**config.mk**
```make
export PLATFORM = sky130hd
export DESIGN_NAME = bootram_bus_ctrl
export DESIGN_NICKNAME = d
export VERILOG_FILES = /design/src/rtl/bootram_bus_ctrl.sv
export SDC_FILE = /design/constraint.sdc
export NUM_CORES = 1
export LEC_CHECK = 0
export CORE_MARGIN = 3
export CORE_UTILIZATION = 29
export DETAILED_ROUTE_END_ITERATION = 8
export MAX_ROUTING_LAYER = met4
export PLACE_DENSITY = 0.81
export SLEW_MARGIN = 20
export SYNTH_ARGS = -nofsm -noshare
export SYNTH_HDL_FRONTEND = slang
export SYNTH_SLANG_ARGS = --single-unit
```
**constraint.sdc**
```tcl
create_clock -name clk -period 2.42 [get_ports clk]
set_clock_uncertainty 0.05 [all_clocks]
set_input_delay 0.484 -clock clk [delete_from_list [all_inputs] [get_ports clk]]
set_output_delay 0.484 -clock clk [all_outputs]
set_load 0.02 [all_outputs]
```
**src/rtl/bootram_bus_ctrl.sv**
```systemverilog
// -----------------------------------------------------------------------------
// bootram_bus_ctrl
//
// Bridges the picorv32 native memory bus to four 2Kx8 boot RAM byte lanes.
// Lane i stores byte i of every 32-bit word, so together the lanes form an
// 8 KB word-organised boot RAM. A byte-wide loader port (UART/SPI boot loader)
// can also write the RAM and wins over the CPU whenever both ask at once.
//
// Ports
//   clk, reset            system clock, synchronous active-high reset
//   mem_valid/addr/wdata/wstrb
//                         picorv32 request (wstrb == 0 means read)
//   mem_ready, mem_rdata  registered one-cycle completion pulse and read word
//   ld_valid/addr/data    loader byte write; ld_addr[1:0] selects the lane
//   ld_ready              loader byte accepted this cycle (combinational)
//   ram_reset, ram_oce    lane reset (follows reset) and output-register enable
//   ram_ce, ram_wre       per-lane clock enable / write enable
//   ram_ad, ram_din       shared word address and per-lane write bytes
//   ram_dout              per-lane read bytes, valid one cycle after ram_ce
// -----------------------------------------------------------------------------
module bootram_bus_ctrl #(
    parameter logic [31:0] BASE_ADDR = 32'h0000_0000,
    parameter int          ADDR_BITS = 13,
    parameter bit          LD_ENABLE = 1'b1
) (
    input  logic                 clk,
    input  logic                 reset,
    input  logic                 mem_valid,
    input  logic [31:0]          mem_addr,
    input  logic [31:0]          mem_wdata,
    input  logic [3:0]           mem_wstrb,
    output logic                 mem_ready,
    output logic [31:0]          mem_rdata,
    input  logic                 ld_valid,
    input  logic [ADDR_BITS-1:0] ld_addr,
    input  logic [7:0]           ld_data,
    output logic                 ld_ready,
    output logic                 ram_reset,
    output logic [3:0]           ram_ce,
    output logic                 ram_oce,
    output logic [3:0]           ram_wre,
    output logic [ADDR_BITS-3:0] ram_ad,
    output logic [31:0]          ram_din,
    input  logic [31:0]          ram_dout
);

    typedef enum logic [1:0] {
        IDLE = 2'd0,
        RD   = 2'd1,
        RESP = 2'd2
    } state_t;

    state_t     state;
    state_t     state_next;
    logic       hit;
    logic       ld_req;
    logic [3:0] lane_onehot;

    // Accesses are word-aligned; byte selection comes from mem_wstrb alone.
    logic unused_addr_bits;
    assign unused_addr_bits = ^mem_addr[1:0];

    assign hit         = mem_valid && (mem_addr[31:ADDR_BITS] == BASE_ADDR[31:ADDR_BITS]);
    assign ld_req      = LD_ENABLE && ld_valid;
    assign lane_onehot = 4'b0001 << ld_addr[1:0];

    assign ram_reset = reset;
    assign ram_oce   = 1'b1;

    // NOTE: every output is given a default before the case so no path leaves
    // a variable unassigned, which would otherwise infer a latch.
    always_comb begin
        state_next = state;
        ld_ready   = 1'b0;
        ram_ce     = 4'h0;
        ram_wre    = 4'h0;
        ram_ad     = '0;
        ram_din    = 32'h0;
        // Strobes stay low in a reset cycle so a stale request never touches the RAM.
        if (!reset) begin
            case (state)
                IDLE: begin
                    if (ld_req) begin
                        // Loader wins; a pending CPU hit just waits with mem_valid held.
                        ld_ready = 1'b1;
                        ram_ce   = lane_onehot;
                        ram_wre  = lane_onehot;
                        ram_ad   = ld_addr[ADDR_BITS-1:2];
                        ram_din  = {4{ld_data}};
                    end else if (hit) begin
                        ram_ad = mem_addr[ADDR_BITS-1:2];
                        if (mem_wstrb != 4'h0) begin
                            ram_ce     = mem_wstrb;
                            ram_wre    = mem_wstrb;
                            ram_din    = mem_wdata;
                            state_next = RESP;
                        end else begin
                            ram_ce     = 4'hF;
                            state_next = RD;
                        end
                    end
                end
                RD:      state_next = RESP;
                RESP:    state_next = IDLE;
                default: state_next = IDLE;
            endcase
        end
    end

    // NOTE: sequential state uses non-blocking assignments so every register
    // samples pre-edge values regardless of statement order.
    always_ff @(posedge clk) begin
        if (reset) begin
            state     <= IDLE;
            mem_ready <= 1'b0;
            mem_rdata <= 32'h0;
        end else begin
            state <= state_next;
            // mem_ready is high exactly while the FSM sits in RESP.
            mem_ready <= (state_next == RESP);
            // The lanes present read data during RD (one cycle after ram_ce).
            if (state == RD) begin
                mem_rdata <= ram_dout;
            end
        end
    end

endmodule
```
==> results.yml, run 1 <==
clock_network:
  clkTransAtPathRegs_ps: 70
  cts_root_buf: "sky130_fd_sc_hd__clkbuf_8"
  clk_latency_ps: 280
  cts_tree: "done"
  cts-buffers-inserted: 5
  clock-sinks: 35
  cts.htree.levels: 2
  clock_path_buffers: 2
  ctsHoldBuffers: 0
synth:
  syn_inst: 274
  postSynth.topFlopCell: "sky130_fd_sc_hd__dfxtp_1"
  seq_total_area_yosys_pct: 34.87
  yosys.cell_types.count: 32
  post_synth.cell_area_avg_um2: 7.334
  async_set_or_reset_flop_fraction_in_the_synthesized_netlist_pct: 0
  synth_fp_nets: 399
  synth_enable_flop_cells: 0
  yosys_register_bits: 35
  syn_area_um2: 2009
  ys.warnings.count: 0
layout:
  final_core_utilization_pct: 80.73
  fillers: 377
  synthToLayoutAreaGrowth_pct: 162.4
  multi_input_area_um2: 1642
  most-common-layout-cells: "130 x sky130_fd_sc_hd__clkdlybuf4s50_1, 81 x sky130_fd_sc_hd__nand2_1, 64 x sky130_fd_sc_hd__buf_6"
  drive_above_1_share_pct: 38.67
  final_nets: 649
  antenna-diode-count: 0
  mostFrequentLayoutCell: "sky130_fd_sc_hd__clkdlybuf4s50_1"
  layout.area.seq_um2: 700.7
floorplan:
  die_height_um: 89.24
  num_io_pins: 212
  die_width_um: 89.24
  placementRows: 29
  initial_utilization_pct: 30.77
  core_area_um2: 6531
  fp.dieArea_um2: 7964
timing:
  whs_ps: 403.6
  worst-slew-pin-transition_ps: 521.3
  setup-violations-final: 52
  slew_headroom_pct: 65.09
  setup_repair_after_global_routing_missed_its_margin: "true"
  finalHoldViolations: 0
  final_max_slew_viol_count: 0
  period_minus_slack_ps: 2691
  fin_ws_ps: -271.3
  post-route-period-util_pct: 111.2
  clock.fmax_mhz: 371.6
worst_setup_path:
  worstPathCellList: "buf_6 > nor4b_4 > nand4_1 > buf_4 > or3_4 > buf_12 > a21oi_4 > buf_6"
  timing.critical_path.required_ps: 1890
  timing.critical_path.from_type: "input pin"
  crit_path_max_fanout: 8
  critical-path-top-cell-by-count: "sky130_fd_sc_hd__buf_6"
  worstSetupStartpoint: "mem_addr[16]"
  setup.worst_path.end_class: "primary output"
  cp_data_arrival_time_ps: 2160
  ff2ff_path_depth: 5
  slowest_delay_ps: 420
  critical_path.slowest_cell: "sky130_fd_sc_hd__or3_4"
  reg2reg_slack_ps: 860
  r2r_end: "mem_rdata[28]$_SDFFE_PP0P_"
  timing.setup.critical_path_class: "in2out"
  launching_point_of_the_worst_reg2reg_path: "state[0]$_SDFF_PP0_"
drt:
  dr.first_iter.drc_count: 140
  num_vias: 3210
  drt-vias-per-instance: 5.332
  routedWlPerCell_um: 19.75
  drtAntennaViolNets: 0
  routed_wl_um: 11890
  detail_route.drc_violations: 0
  drt_pass1_iterations: 4
place:
  io_buffer_count: 208
  finalWeightedCongestion: 0.9321
  hpwlAfterDp_um: 7372
status:
  violations: "negative setup slack"
  outcome: "complete, but fails checks"
global_route:
  grt_remaining_overflow: 0
  grt_util_all_layers_pct: 27.60
  antenna_violations_before_repair: 0
  grt_pass1_vias: 3251
  maximum_number_of_pins_on_one_net_before_global_route_repair: 35
  grt_pass1_wl_um: 16420
power_and_ir_drop:
  leakage_nw: 2.122
  ir_worst_vdd_mv: 0.2093
  power-per-cell-area_nw_per_um2: 290.1
job:
  cap_viol_max_count: 0
min_path:
  hold_end: "mem_rdata[3]$_SDFFE_PP0P_"
  worst_hold_path.num_cells: 2
  min-delay-path-class: "reg2reg"
  worstHoldStart: "mem_rdata[3]$_SDFFE_PP0P_"
cell type report:
cell class | instances | area share [%]
clock inverter | 2 | 0.2373
timing repair buffer | 270 | 52.14
multi-input combinational | 212 | 31.13
tap | 77 | 1.827
sequential | 35 | 13.29
clock buffer | 6 | 1.376
how the worst max path moves through the flow:
stage	slack (ps)	endpoint
3_5_place_dp	-1010	ram_din[17]
6_report	-270	ram_ce[2]
3_3_place_gp	-920	ram_din[17]
2_1_floorplan	-150	ram_ad[0]
5_1_grt	-330	ram_ce[0]
4_1_cts	-270	ram_din[29]
kinds of logic after synthesis:
family / count (synthesis) / share of synthesized area (%)
other: 1 / 0.1866
buffers and inverters: 27 / 7.035
DFF: 35 / 34.87
and+or+nand+nor: 122 / 28.14
AOI/OAI and AO/OA: 89 / 29.76
flip-flops by register name (all words and copies together), names as in the netlist:
name,flops
mem_ready,1
state,2
mem_rdata,32
timing repair:
item / in CTS / in global routing
endpoints found under the hold margin: 0 / 0
gates cloned: 5 / 3
pin swaps: 35 / 14
endpoints found under the setup margin: 53 / 53
setup buffers: 29 / 4
gates resized for setup: 462 / 36
power breakdown:
group | internal (W) | switching (W)
logic | 0.000317 | 0.000223
registers | 0.000575 | 0.0000000000184
clock network | 0.000201 | 0.000214
layer usage:
metal,up-vias,GRT usage (%),wire length [um]
met3,46,6.820,923
met4,0,9.878,486
met5,-,-,0
met2,192,50.50,6331
met1,1503,28.40,4146
li1,1469,-,-
Yosys cell counts, drive strengths merged (4+ instances only):
library cell   n  share of area, %
nor4           5               1.6
dfxtp         35                35
nand3         12               3.0
and3           8               2.5
o21ai         15               4.1
clkbuf        11               2.1
nand2         81                15
o22ai          4               1.2
a21oi         36               9.7
buf           16               5.0
a31o          32                14
through the flow:
step           std cells  cell area (um^2)  total power, W  TNS, ps  worst slack, ps
6_report             602              5273        0.001529   -10990           -271.3
5_1_grt              602              5273        0.001591   -14390           -334.8
4_1_cts              600              5162        0.001492   -10760           -270.3
3_5_place_dp         558              4369        0.001033   -50000            -1009
3_3_place_gp         558              4369        0.001028   -45720           -916.3
2_1_floorplan        274              2079       0.0007304    -1391           -149.5
worst max-delay path: cells and delay by family:
kind / cells / cell delay (ps)
AO/OA/AOI/OAI: 1 / 150
buffers and inverters: 4 / 590
AND/OR/NAND/NOR: 3 / 920
No activity file was read; power rests on OpenSTA's default activity.
==> run 2, diff against run 1 <==
--- a/config.mk
+++ b/config.mk
@@ -10,7 +10,6 @@
 export DETAILED_ROUTE_END_ITERATION = 8
 export MAX_ROUTING_LAYER = met4
 export PLACE_DENSITY = 0.81
-export SLEW_MARGIN = 20
 export SYNTH_ARGS = -nofsm -noshare
 export SYNTH_HDL_FRONTEND = slang
 export SYNTH_SLANG_ARGS = --single-unit
==> results of run 2 <==
The final DEF is identical to that of run 1; final timing and power are the same.
==> RTL change 1: new RTL, settings of run 1 <==
Change the parameter `LD_ENABLE` from 1'b1 to 1'b0.
--- a/src/rtl/bootram_bus_ctrl.sv
+++ b/src/rtl/bootram_bus_ctrl.sv
@@ -23,3 +23,3 @@
     parameter int          ADDR_BITS = 13,
-    parameter bit          LD_ENABLE = 1'b1
+    parameter bit          LD_ENABLE = 1'b0
 ) (
Function: changed (a bounded check fails within 4 cycles, from zero or initial values and one cycle with reset high).
==> RTL change 1 against run 1 <==
  * Worst setup slack better by 290 ps
  * First-iteration DRC count is 57% lower
  * Core utilization is 17 points lower
  * Final cell count is 5.8% lower
  * Die area is 5.8% higher
  * Wire length is 27% lower
  * Cell area is 16% lower
  * Count of clock-buffer cells in the layout stayed put
  * Fmax is 12% higher
  * Sequential cell count stayed put
  * Area after synthesis is 6.2% higher
  * Global-route usage is 8.0 points lower
Power is not compared: it rests on default switching activity, and its combinational part moved more than twofold at a synthesized area within 25%.
==> RTL change 1: results (changes against run 1) <==
metric,value,unit,change
seq_cells,35,,unchanged
cts_inserted_buffers,5,,unchanged
cts-resized-gates,351,,-24%
numPlacedInstances,539,,-3.4%
layout.nets,596,,-8.2%
met1_usage,20.1,%,-8.3 points
io_buffers,185,,-11%
p_switching,0.281,mW,
vias,2578,,-20%
ys_top_cells_by_count,"nand2_1 (96), nor3_2 (37), dfxtp_1 (35), a21oi_1 (32), inv_1 (15)",,
r2r-end,mem_rdata[1]$_SDFFE_PP0P_,,
wl_met2,4920,microns,-22%
reg2reg_slack,840,ps,-20 ps
synth_cell_types,24,,-25%
min_from,mem_rdata[10]$_SDFFE_PP0P_,,
m1WireLength,3010,microns,-27%
gr-usage-met3,4.35,%,-2.5 points
wl_met3,543,microns,-41%
worst_slew_pin_slew,586,ps,+64.9 ps
grt_pass1_wl,12700,microns,-22%
hold_end,mem_rdata[10]$_SDFFE_PP0P_,,
fillers,587,,+56%
drt_iter0_drc,60,,-57%
post_cts_buffers,12,,-59%
gr-usage-all-layers,19.6,%,-8.0 points
synth_compound_area_share,10.4,%,-19 points
status,finished clean,,
syn_nets,400,,+0.25%
use_met2,37.2,%,-13 points
multi_input_cells,196,,-7.5%
buf_share,48.5,%,-3.6 points
path_max_fanout,6,,-2
area_share_clock_buf_inv,2.32,%,+0.70 points
holdWs,404,ps,+0.850 ps
reg2reg_depth,4,,-1
inverters,15,,+15
syn_area_per_cell,7.76,sq um,+5.8%
grt_max_degree,36,,+2.9%
final_layout_size_suffix_gt1_share,34.0,%,-4.7 points
grt_pass1_vias,2534,,-22%
gp_congestion,0.759,,-19%
nNonClkBuffers,218,,-19%
synthTopCellsByArea,"dfxtp_1 (33%), nor3_2 (17%), nand2_1 (17%)",,
multi_input_area,0.00130,sq mm,-21%
post_dp_cell_area,0.00403,sq mm,-7.8%
place_hpwl,6030,microns,-18%
die_x,91.8,microns,+2.8%
-- RTL change 1: changes by cell type in the layout (fill, tap and decap cells not counted), moves of 9 or more --
cell,run 1,this run
a31o_4,28,0
inv_1,0,15
buf_2,12,21
buf_6,64,19
nand2_1,81,96
nand3_1,12,1
nor3_2,0,33
clkdlybuf4s50_1,130,109
-- RTL change 1: worst max path at each step --
| stage | startpoint | end | cells after the start |
|---|---|---|---|
| 3_5_place_dp | mem_addr[20] | ram_ce[0] | 6 |
| 6_report | mem_wstrb[1] | ram_ce[1] | 5 |
| 3_3_place_gp | mem_addr[17] | ram_ce[0] | 6 |
| 2_1_floorplan | mem_addr[20] | ram_ad[5] | 4 |
| 5_1_grt | mem_addr[25] | ram_din[4] | 7 |
| 4_1_cts | mem_addr[22] | ram_din[7] | 7 |
-- RTL change 1: critical path: stages --
cell and delay (ps):
dlygate4sd2_1 260, or4_4 570, buf_6 160, a211oi_4 220, buf_6 160
==> RTL change 2: new RTL, config.mk and constraints of run 1 <==
Without the edit above. Reset style: asynchronous (`reset`), changed in one clocked block. Comments in the files are not updated.
--- a/src/rtl/bootram_bus_ctrl.sv
+++ b/src/rtl/bootram_bus_ctrl.sv
@@ -111,3 +111,3 @@
     // samples pre-edge values regardless of statement order.
-    always_ff @(posedge clk) begin
+    always_ff @(posedge clk or posedge reset) begin
         if (reset) begin
Function: differs if reset is asserted again (counterexample within 4 cycles, from zero or initial values and one cycle with reset high); with reset held inactive, the same outputs for 10 cycles.
==> RTL change 2 against run 1 <==
  * The flow still finishes with violations (negative setup slack)
  * Area after synthesis is 3.1% higher
  * Sequential cell count stayed put
  * Critical endpoint is now ram_ce[0]
  * Wire length is 15% lower
  * Cell area is 9.5% lower
  * Largest power group unchanged
  * Clock power is 4% lower
  * Global-route usage is 3.2 points lower
  * Worst setup slack better by 130 ps
  * Power is 5.6% lower
==> RTL change 2: results (changes against run 1) <==
metric,value,unit,change
crit_end,ram_ce[0],,
holdWs,428,ps,+24.7 ps
reg2reg_depth,7,,+2
grt.busiest_layer,met2,,
numPlacedInstances,488,,-13%
post_dp_cell_area,0.00440,sq mm,+0.66%
gp_congestion,0.868,,-6.9%
met1_usage,26.4,%,-2.0 points
intPower,1.06,mW,-2.6%
fillers,509,,+35%
layout.nets,535,,-18%
dp_worst_setup_slack,-924,ps,+85.0 ps
setup_ws,-137,ps,+134 ps
grt_pass1_wl,15300,microns,-6.5%
power_leakage,2.15,nW,+1.1%
wl_met3,703,microns,-24%
syn_nets,300,,-25%
m1WireLength,3780,microns,-8.8%
use_met2,42.9,%,-7.6 points
clock_latency,280,ps,about the same
grt_pass1_vias,2742,,-16%
hold_path.class,primary input to asynchronous set/reset pin,,
yosysSeqAreaShare,42.3,%,+7.4 points
drt_iter0_drc,69,,-51%
synth_compound_area_share,22.7,%,-7.1 points
grt_max_degree,33,,-5.7%
gr-usage-all-layers,24.4,%,-3.2 points
synthFlopType,dfrtp_1,,
max_stage_delay,600,ps,+180 ps
synth_cell_types,28,,-13%
failed_checks,negative setup slack,,
r2r-end,state[0]$_DFF_PP0_,,
wl_per_cell,19.9,microns,+0.78%
synthMuxAreaShare,17.4,%,+17 points
routed_via_density,5.07,,-4.9%
async_reset_ff_share,100,%,+100 points
irDropWorstVdd,0.352,mV,+68%
wl_met2,5260,microns,-17%
worstSetupStartpoint,mem_addr[29],,
final_layout_size_suffix_gt1_share,40.4,%,+1.7 points
p_sw_share,26.2,%,-2.3 points
setup-violations-final,42,,-19%
syn_area_per_cell,11.8,sq um,+61%
place_hpwl,7430,microns,+0.75%
r2r-start,state[1]$_DFF_PP0_,,
reg2reg_slack,670,ps,-190 ps
ys_top_cells_by_count,"dfrtp_1 (35), mux2_2 (32), a31o_1 (30), a22o_1 (13)",,
crit_slowest_cell,or4_4,,
gr-usage-met3,5.83,%,-0.99 points
setup-tns-final,-1830,ps,+9160 ps
finalNonFillerCells,508,,-16%
p_clk_share,27.6,%,+0.5 points
arrival,2020,ps,-140 ps
status,"complete, but fails checks",,
RTL change 2: changes by cell type after synthesis, sizes merged, moves of 11 or more:
cell and change:
nand2 -76, a21oi -36, dfrtp +35, dfxtp -35, mux2 +32, o21ai -14, a22o +13, nand3 -11
RTL change 2: what timing repair did:
action	CTS	global route
buffers inserted	9	3
pin swaps	60	17
setup endpoints to repair	52	52
gates resized for setup	406	16
cloned	4	0
RTL change 2: cell type report:
| cell class | instances | area (sq um) | area share [%] |
|---|---|---|---|
| Antenna cell | 1 | 2.50 | 0.0524 |
| Clock buffer | 7 | 76.3 | 1.60 |
| Clock inverter | 1 | 5.00 | 0.105 |
| Inverter | 4 | 15.0 | 0.315 |
| Multi-Input combinational cell | 122 | 1230 | 25.7 |
| Sequential cell | 35 | 876 | 18.3 |
| Tap cell | 96 | 120 | 2.52 |
| Timing Repair Buffer | 242 | 2450 | 51.3 |
RTL change 2: tightest hold or removal path, cell delays in order:
cell and delay (ps):
clkdlybuf4s15_1 180, buf_4 160, inv_1 70, buf_4 230
